File: config.mk
export PLATFORM = sky130hd
export DESIGN_NAME = seq_mult_flat
export DESIGN_NICKNAME = d
export VERILOG_FILES = /design/src/rtl/seq_mult_if.sv /design/src/rtl/seq_mult.sv /design/src/flat_wrapper.sv
export SDC_FILE = /design/constraint.sdc
export NUM_CORES = 1
export LEC_CHECK = 0
export ABC_AREA = 1
export CAP_MARGIN = 20
export CORE_MARGIN = 5
export CORE_UTILIZATION = 50
export DETAILED_ROUTE_END_ITERATION = 6
export PLACE_DENSITY = 0.75
export SLEW_MARGIN = 5
export SYNTH_ARGS = -nofsm -noshare
export SYNTH_HDL_FRONTEND = slang
export SYNTH_SLANG_ARGS = --single-unit
File: constraint.sdc
create_clock -name clk -period 6.1 [get_ports clk]
set_input_delay 1.22 -clock clk [delete_from_list [all_inputs] [get_ports clk]]
set_output_delay 1.22 -clock clk [all_outputs]
set_load 0.02 [all_outputs]
File: src/rtl/seq_mult_if.sv
// Operand/result bundle between the execute stage (master) and seq_mult (slave).
interface seq_mult_if #(
  parameter int WIDTH = 16
);
  logic                 start;
  logic [WIDTH-1:0]     a;
  logic [WIDTH-1:0]     b;
  logic [2*WIDTH-1:0]   product;
  logic                 busy;
  logic                 done;

  modport master (output start, a, b, input product, busy, done);
  modport slave  (input start, a, b, output product, busy, done);
endinterface

File: src/rtl/seq_mult.sv
// Iterative shift-and-add multiplier, one WIDTH-bit add per cycle, WIDTH iterations per product.
// Define MULT_SIGNED_EN for two's-complement operands (adds a NEG state, latency WIDTH+1).
module seq_mult #(
  parameter int WIDTH = 16
) (
  input  logic       clk,
  input  logic       rst_n,
  seq_mult_if.slave  bus
);

  localparam int CW = $clog2(WIDTH) + 1;

  if (WIDTH % 4 != 0) begin : g_bad_width
    $error("seq_mult: WIDTH must be a multiple of 4");
  end

  typedef enum logic [1:0] {
    IDLE = 2'd0,
    RUN  = 2'd1,
    DONE = 2'd2
`ifdef MULT_SIGNED_EN
    , NEG = 2'd3
`endif
  } state_e;

  state_e               state_q, state_d;
  logic [WIDTH-1:0]     mcand_q, mcand_d;
  logic [2*WIDTH:0]     acc_q, acc_d;
  logic [CW-1:0]        cnt_q, cnt_d;
  logic [2*WIDTH-1:0]   product_q, product_d;
`ifdef MULT_SIGNED_EN
  logic                 sign_q, sign_d;
`endif

  logic [WIDTH:0]       hi_ext;
  logic [WIDTH:0]       addend;
  logic [WIDTH:0]       sum;
  logic [2*WIDTH:0]     shifted;
  logic                 last_iter;

  // One adder pass: carry slot + high half, plus mcand when the current multiplier bit is set.
  always_comb begin
    hi_ext    = {acc_q[2*WIDTH], acc_q[2*WIDTH-1:WIDTH]};
    addend    = acc_q[0] ? {1'b0, mcand_q} : '0;
    sum       = hi_ext + addend;
    shifted   = {1'b0, sum, acc_q[WIDTH-1:1]};
    last_iter = (cnt_q == CW'(WIDTH - 1));
  end

  // State register.
  always_ff @(posedge clk or negedge rst_n) begin
    if (!rst_n) begin
      state_q <= IDLE;
    end else begin
      // NOTE: sequential state always uses non-blocking assignment so every
      // register samples pre-edge values, independent of process ordering.
      state_q <= state_d;
    end
  end

  // Next-state logic.
  always_comb begin
    // NOTE: default first, so no path through the case leaves state_d unassigned (no latch).
    state_d = state_q;
    unique case (state_q)
      IDLE: if (bus.start) state_d = RUN;
      RUN: begin
        if (last_iter) begin
`ifdef MULT_SIGNED_EN
          state_d = NEG;
`else
          state_d = DONE;
`endif
        end
      end
`ifdef MULT_SIGNED_EN
      NEG:  state_d = DONE;
`endif
      DONE: state_d = IDLE;
      default: state_d = IDLE;
    endcase
  end

  // Output logic.
  always_comb begin
    bus.busy = 1'b0;
    bus.done = 1'b0;
    unique case (state_q)
      RUN:  bus.busy = 1'b1;
`ifdef MULT_SIGNED_EN
      NEG:  bus.busy = 1'b1;
`endif
      DONE: bus.done = 1'b1;
      default: ;
    endcase
  end

  assign bus.product = product_q;

  // Datapath next-state: load, iterate, and (signed) final negate.
  always_comb begin
    mcand_d   = mcand_q;
    acc_d     = acc_q;
    cnt_d     = cnt_q;
    product_d = product_q;
`ifdef MULT_SIGNED_EN
    sign_d    = sign_q;
`endif
    unique case (state_q)
      IDLE: begin
        if (bus.start) begin
`ifdef MULT_SIGNED_EN
          // 0x8000 negates to itself and is then read as unsigned magnitude 0x8000.
          mcand_d = bus.a[WIDTH-1] ? -bus.a : bus.a;
          acc_d   = {1'b0, {WIDTH{1'b0}}, (bus.b[WIDTH-1] ? -bus.b : bus.b)};
          sign_d  = bus.a[WIDTH-1] ^ bus.b[WIDTH-1];
`else
          mcand_d = bus.a;
          acc_d   = {1'b0, {WIDTH{1'b0}}, bus.b};
`endif
          cnt_d   = '0;
        end
      end
      RUN: begin
        acc_d = shifted;
        cnt_d = cnt_q + 1'b1;
`ifndef MULT_SIGNED_EN
        if (last_iter) product_d = shifted[2*WIDTH-1:0];
`endif
      end
`ifdef MULT_SIGNED_EN
      NEG: product_d = sign_q ? -acc_q[2*WIDTH-1:0] : acc_q[2*WIDTH-1:0];
`endif
      default: ;
    endcase
  end

  always_ff @(posedge clk or negedge rst_n) begin
    if (!rst_n) begin
      mcand_q   <= '0;
      acc_q     <= '0;
      cnt_q     <= '0;
      product_q <= '0;
`ifdef MULT_SIGNED_EN
      sign_q    <= 1'b0;
`endif
    end else begin
      mcand_q   <= mcand_d;
      acc_q     <= acc_d;
      cnt_q     <= cnt_d;
      product_q <= product_d;
`ifdef MULT_SIGNED_EN
      sign_q    <= sign_d;
`endif
    end
  end

endmodule

File: src/flat_wrapper.sv
// flat-port wrapper written by rule: the top's interface ports become plain ports
module seq_mult_flat 
#(
  parameter int WIDTH = 16
)
  (clk, rst_n, bus_start, bus_a, bus_b, bus_product, bus_busy, bus_done);
  seq_mult_if #(.WIDTH(WIDTH)) bus_i ();
  input  logic clk;
  input  logic rst_n;
  input wire logic [$bits(bus_i.start)-1:0] bus_start;
  input wire logic [$bits(bus_i.a)-1:0] bus_a;
  input wire logic [$bits(bus_i.b)-1:0] bus_b;
  output wire logic [$bits(bus_i.product)-1:0] bus_product;
  output wire logic [$bits(bus_i.busy)-1:0] bus_busy;
  output wire logic [$bits(bus_i.done)-1:0] bus_done;
  assign bus_i.start = bus_start;
  assign bus_i.a = bus_a;
  assign bus_i.b = bus_b;
  assign bus_product = bus_i.product;
  assign bus_busy = bus_i.busy;
  assign bus_done = bus_i.done;
  seq_mult #(.WIDTH(WIDTH)) u_core (.clk(clk), .rst_n(rst_n), .bus(bus_i));
endmodule
### After elaboration in Yosys (flattened, before gate mapping)

Cells that the tools add are included.
W data, S select, Z words.

| storage, ports and cells | value |
|---|---|
| register bits | 88 |
| input bits | 35 |
| logic and storage cells | 28 |
| output and inout bits | 34 |

| operators by class | value |
|---|---|
| reductions and logical operators | 6 |
| equality and inequality tests | 5 |
| mux-type cells | 10 |
| add/sub/neg operators | 2 |

Operators by type and width:

| kind | number |
|---|---|
| $pmux W33 S2 | 1 |
| $mux W33 | 1 |
| $add A17 B17 Y17 | 1 |
| $mux W16 | 1 |
| $pmux W5 S2 | 1 |
| $reduce_and A2 Y1 | 4 |
| $add A5 B1 Y5 const B | 1 |
| $eq A5 B4 Y1 const B | 1 |
| $mux W5 | 1 |
| $mux W2 | 2 |
| $pmux W2 S2 | 1 |
| $eq A2 B1 Y1 const B | 1 |
| $eq A2 B2 Y1 const B | 1 |
| $logic_not A2 Y1 | 1 |
| $mux W1 | 2 |
| $ne A2 B1 Y1 const B | 1 |
| $ne A2 B2 Y1 const B | 1 |
| $reduce_bool A2 Y1 | 1 |

### Longest topological paths before layout

| depth | value |
|---|---|
| depth in word-level cells | 3 |
| mapped depth | 15 |
| mapped depth without buffers | 13 |

### Worst setup path after synthesis

No wires, ideal clock.

| path | value |
|---|---|
| path kind | reg-to-reg |
| from | register u_core.acc_q[0] |
| to | register u_core.acc_q[21] |
| arrival | 2.047 ns |
| stages on the path, launching flop included | 14 |
| setup time | 0.118 ns |
| slack | 3.935 ns |
| clock period less this slack | 2.165 ns |
| data required time | 5.982 ns |
| buffers on the path | 2 |
| path through | dfrtp_1 -> clkbuf_1 -> clkbuf_1 -> nand2_1 -> inv_1 -> ha_1 -> fa_1 -> nand2_1 -> nand2_1 -> nand3b_1 -> nand2_1 -> or2_2 -> nand3_1 -> nand2_1 |

| between the ends | value |
|---|---|
| cells in the longest elaborated chain, start to end | 3 |

Ends and longest elaborated chain:

| element | line | source |
|---|---|---|
| start, declared | seq_mult.sv:28 | `logic [2*WIDTH:0] acc_q, acc_d;` |
| start signal, assigned | seq_mult.sv:141 | `acc_q <= '0;` |
| start signal, assigned | seq_mult.sv:149 | `acc_q <= acc_d;` |
| $mux W16 | seq_mult.sv:44 | `addend = acc_q[0] ? {1'b0, mcand_q} : '0;` |
| $add A17 B17 Y17 | seq_mult.sv:45 | `sum = hi_ext + addend;` |
| $pmux W33 S2 | seq_mult.sv:109 | `unique case (state_q)` |

No other way between the ends.
A chain may end at the register's enable or synchronous reset.

### Worst setup path in the final report

| path | value |
|---|---|
| from | register u_core.state_q[1] |
| to | output port bus_busy |

| between the ends | value |
|---|---|
| cells in the longest elaborated chain, start to end | 2 |

Ends and longest elaborated chain:

| element | line | source |
|---|---|---|
| start, declared | seq_mult.sv:26 | `state_e state_q, state_d;` |
| start signal, assigned | seq_mult.sv:57 | `state_q <= state_d;` |
| $eq A2 B1 Y1 | seq_mult.sv:88 | `unique case (state_q)` |
| $mux W1 | seq_mult.sv:88 |  |
| end, declared | flat_wrapper.sv:14 | `output wire logic [$bits(bus_i.busy)-1:0] bus_busy;` |

No other way between the ends.

==> impl_metrics.ini <==
[run_status]
status = completed

[layout]
antennaDiodeCount = 0
finalNetCount = 661
drive_gt1_frac = 0.0899
layout-area-overhead-vs-synth_pct = 21.3
layout.cells.most_common = sky130_fd_sc_hd__nand2_1
most-common-layout-cells = sky130_fd_sc_hd__nand2_1, sky130_fd_sc_hd__dfrtp_1, sky130_fd_sc_hd__inv_1

[setup_path]
crit_path_max_fanout = 14
cp_data_arrival_time_ps = 1690
r2r_end = u_core.bus.product[27]$_DFFE_PN0P_
worstRegToRegCells = 8
worst_ep_required_time_ps = 4880
worst-setup-path-type = register to output pin
worst-r2r-setup-slack_ps = 3420
endpoint_kind = output pin
type_of_element_launching_the_critical_path = register
timing.rr.start = u_core.state_q[1]$_DFFE_PN0P_

[synthesis]
ys_types = 33
synth.yosys.warnings = 0
netlist_area_um2 = 4500
synth_seq_area_share = 0.484
post_synth.cell_area_avg_um2 = 8.26
dominant_cell_type_by_area_after_synthesis = sky130_fd_sc_hd__dfrtp_1
post_synth_inst_count = 545
synth_top_area_share = 0.484
ys_top_cells_by_area = sky130_fd_sc_hd__dfrtp_1, sky130_fd_sc_hd__nand2_1, sky130_fd_sc_hd__inv_1
synth.ff_latch_count = 87
syn_nets = 599

[pwr]
total_leakage_power_nw = 2.84
cellPowerDensity_nw_per_um2 = 579
maximum_vdd_drop_mv = 0.237
design_power_total_mw = 3.16

[die]
dieArea_um2 = 11000
initial_utilization = 0.514
dieWidth_um = 105
ioPinCount = 69
core-area_um2 = 8760
die-height_um = 105
placementRows = 34

[clock_tree]
cts_htree_levels = 3
tritoncts_num_sinks = 87
cts.reportedPaths.clkPinSlew_ps = 80
tritoncts = yes
hold_bufs_at_cts = 0
post_cts_resize_count = 0
number_of_buffers_created_by_cts = 9
cts.root.buffer_cell = sky130_fd_sc_hd__clkbuf_8
setup_fix_bufs_post_cts = 0
clockBufferDepth = 2
worst_skew_pair.late_latency_ps = 360

[sta]
worst-slew-pin-transition_ps = 848
report.final.setup_viol = 0
fin_skew_ps = 19.4
achievable-frequency_mhz = 344
unrepaired_setup_endpoints_after_global_routing = no
finalHoldViolations = 0
final_min_period_over_clock_period = 0.477
hold-worst-slack_ps = 483
relative_slew_slack = 0.433
finalMaxSlewViolations = 0
setup_tns_ps = 0
layout_min_cycle_time_ps = 2910

[worst_hold_path]
worst_hold_startpoint = u_core.bus.product[23]$_DFFE_PN0P_
hold_path_end = u_core.bus.product[23]$_DFFE_PN0P_
hold_class = register to register
min_delay_path_depth = 2

[detailed_routing]
ant_nets = 0
drc_errors = 0
detailroute.via_count = 3648
detail_route.wirelength_um = 10300
detail_route.wl_per_cell_um = 14.4
drtIter0Drc = 208
viasPerCell = 5.07
drtPass1Iterations = 5

[grt]
vias_in_the_first_global_route = 3624
globalRouteOverflowTotal = 0
first_pass_grt_wire_length_um = 17600
number_of_antenna_violations_at_the_first_check_in_global_routing = 0
grt.total_usage = 0.195
grt_start_max_net_pins = 88

[placement]
detailedPlacementHpwl_um = 7590
gp_routability_congestion = 0.873
port_buffers = 68

[run]
drv.max_cap_violation_count = 0
worst max-delay path by stage:
| stage | start | end | slack [ps] | depth (start not counted) |
|---|---|---|---|---|
| global placement | bus_start | u_core.acc_q[14]$_DFFE_PN0P_ | 2910 | 7 |
| CTS | u_core.state_q[1]$_DFFE_PN0P_ | bus_busy | 3170 | 4 |
| detailed placement | bus_start | u_core.acc_q[1]$_DFFE_PN0P_ | 2810 | 7 |
| global route | bus_start | u_core.acc_q[14]$_DFFE_PN0P_ | 3050 | 7 |
| finish | u_core.state_q[1]$_DFFE_PN0P_ | bus_busy | 3190 | 4 |
| floorplan | u_core.acc_q[0]$_DFFE_PN0P_ | u_core.acc_q[21]$_DFFE_PN0P_ | 3940 | 13 |
kinds of logic after synthesis:
kind of cell             synth area share
AO/OA/AOI/OAI                       0.104
multiplexers                       0.0400
buffers and inverters              0.0842
XOR/XNOR                          0.00973
AND/OR/NAND/NOR                     0.224
adder cells (fa/ha/maj)            0.0545
flip-flops                          0.484
flip-flops by register name, summed over array words and instances, names as in the netlist:
signal              cells
u_core.acc_q           32
u_core.bus.product     32
u_core.cnt_q            5
u_core.mcand_q         16
u_core.state_q          2
cells in the mapped netlist:
library cell	n
sky130_fd_sc_hd__inv_2	4
sky130_fd_sc_hd__nor3_1	3
sky130_fd_sc_hd__and2_1	1
sky130_fd_sc_hd__buf_6	2
sky130_fd_sc_hd__fa_1	1
sky130_fd_sc_hd__or2_2	2
sky130_fd_sc_hd__dfrtp_1	87
sky130_fd_sc_hd__buf_2	9
sky130_fd_sc_hd__nand2_2	2
sky130_fd_sc_hd__a21oi_2	10
sky130_fd_sc_hd__nand2_1	177
sky130_fd_sc_hd__buf_1	1
sky130_fd_sc_hd__nand3b_1	4
sky130_fd_sc_hd__buf_4	1
sky130_fd_sc_hd__xnor2_1	1
sky130_fd_sc_hd__a21oi_1	12
sky130_fd_sc_hd__o21bai_1	1
sky130_fd_sc_hd__ha_1	18
sky130_fd_sc_hd__nand3_1	29
sky130_fd_sc_hd__o21ai_1	18
sky130_fd_sc_hd__nand2_4	1
sky130_fd_sc_hd__inv_1	70
sky130_fd_sc_hd__xor2_1	4
sky130_fd_sc_hd__or2_1	3
sky130_fd_sc_hd__o22ai_1	5
sky130_fd_sc_hd__mux2_2	16
sky130_fd_sc_hd__clkbuf_1	6
sky130_fd_sc_hd__nor2_1	18
sky130_fd_sc_hd__o221ai_1	1
sky130_fd_sc_hd__nand4_1	1
sky130_fd_sc_hd__o21ai_0	35
sky130_fd_sc_hd__a22o_1	1
sky130_fd_sc_hd__nand3_4	1
area by class of cell:
type	instances	area, um^2
fill	777	3300
sequential	87	2180
multi-input combinational	365	1950
timing repair buffer	70	713
inverter	74	278
clock buffer	10	138
tap	108	135
clock inverter	6	72.6
stage by stage:
step           area, um^2  instances   util  setup slack [ps]
3_3_place_gp         5220        703  0.596              2910
6_report             5460        720  0.623              3190
3_5_place_dp         5220        703  0.596              2810
2_1_floorplan        4500        545      -              3940
5_1_grt              5460        720  0.623              3050
4_1_cts              5430        719  0.620              3170
routing by layer:
metal / part of all wire / global-route usage
met5: 0 / 0
met4: 0.016 / 0.0612
met3: 0.044 / 0.0327
met2: 0.45 / 0.296
met1: 0.49 / 0.286
power breakdown:
part / switching (mW) / internal (mW) / total [mW]
logic: 1.05 / 0.680 / 1.73
registers: 0.158 / 0.853 / 1.01
clock network: 0.216 / 0.206 / 0.421
critical path: stages, from the launching register on:
cell and delay (ps):
sky130_fd_sc_hd__dfrtp_1 390, sky130_fd_sc_hd__inv_2 110, sky130_fd_sc_hd__nand2_4 140, sky130_fd_sc_hd__inv_2 100
sky130_fd_sc_hd__clkdlybuf4s50_1 600
(Power assumes the default switching activity.)
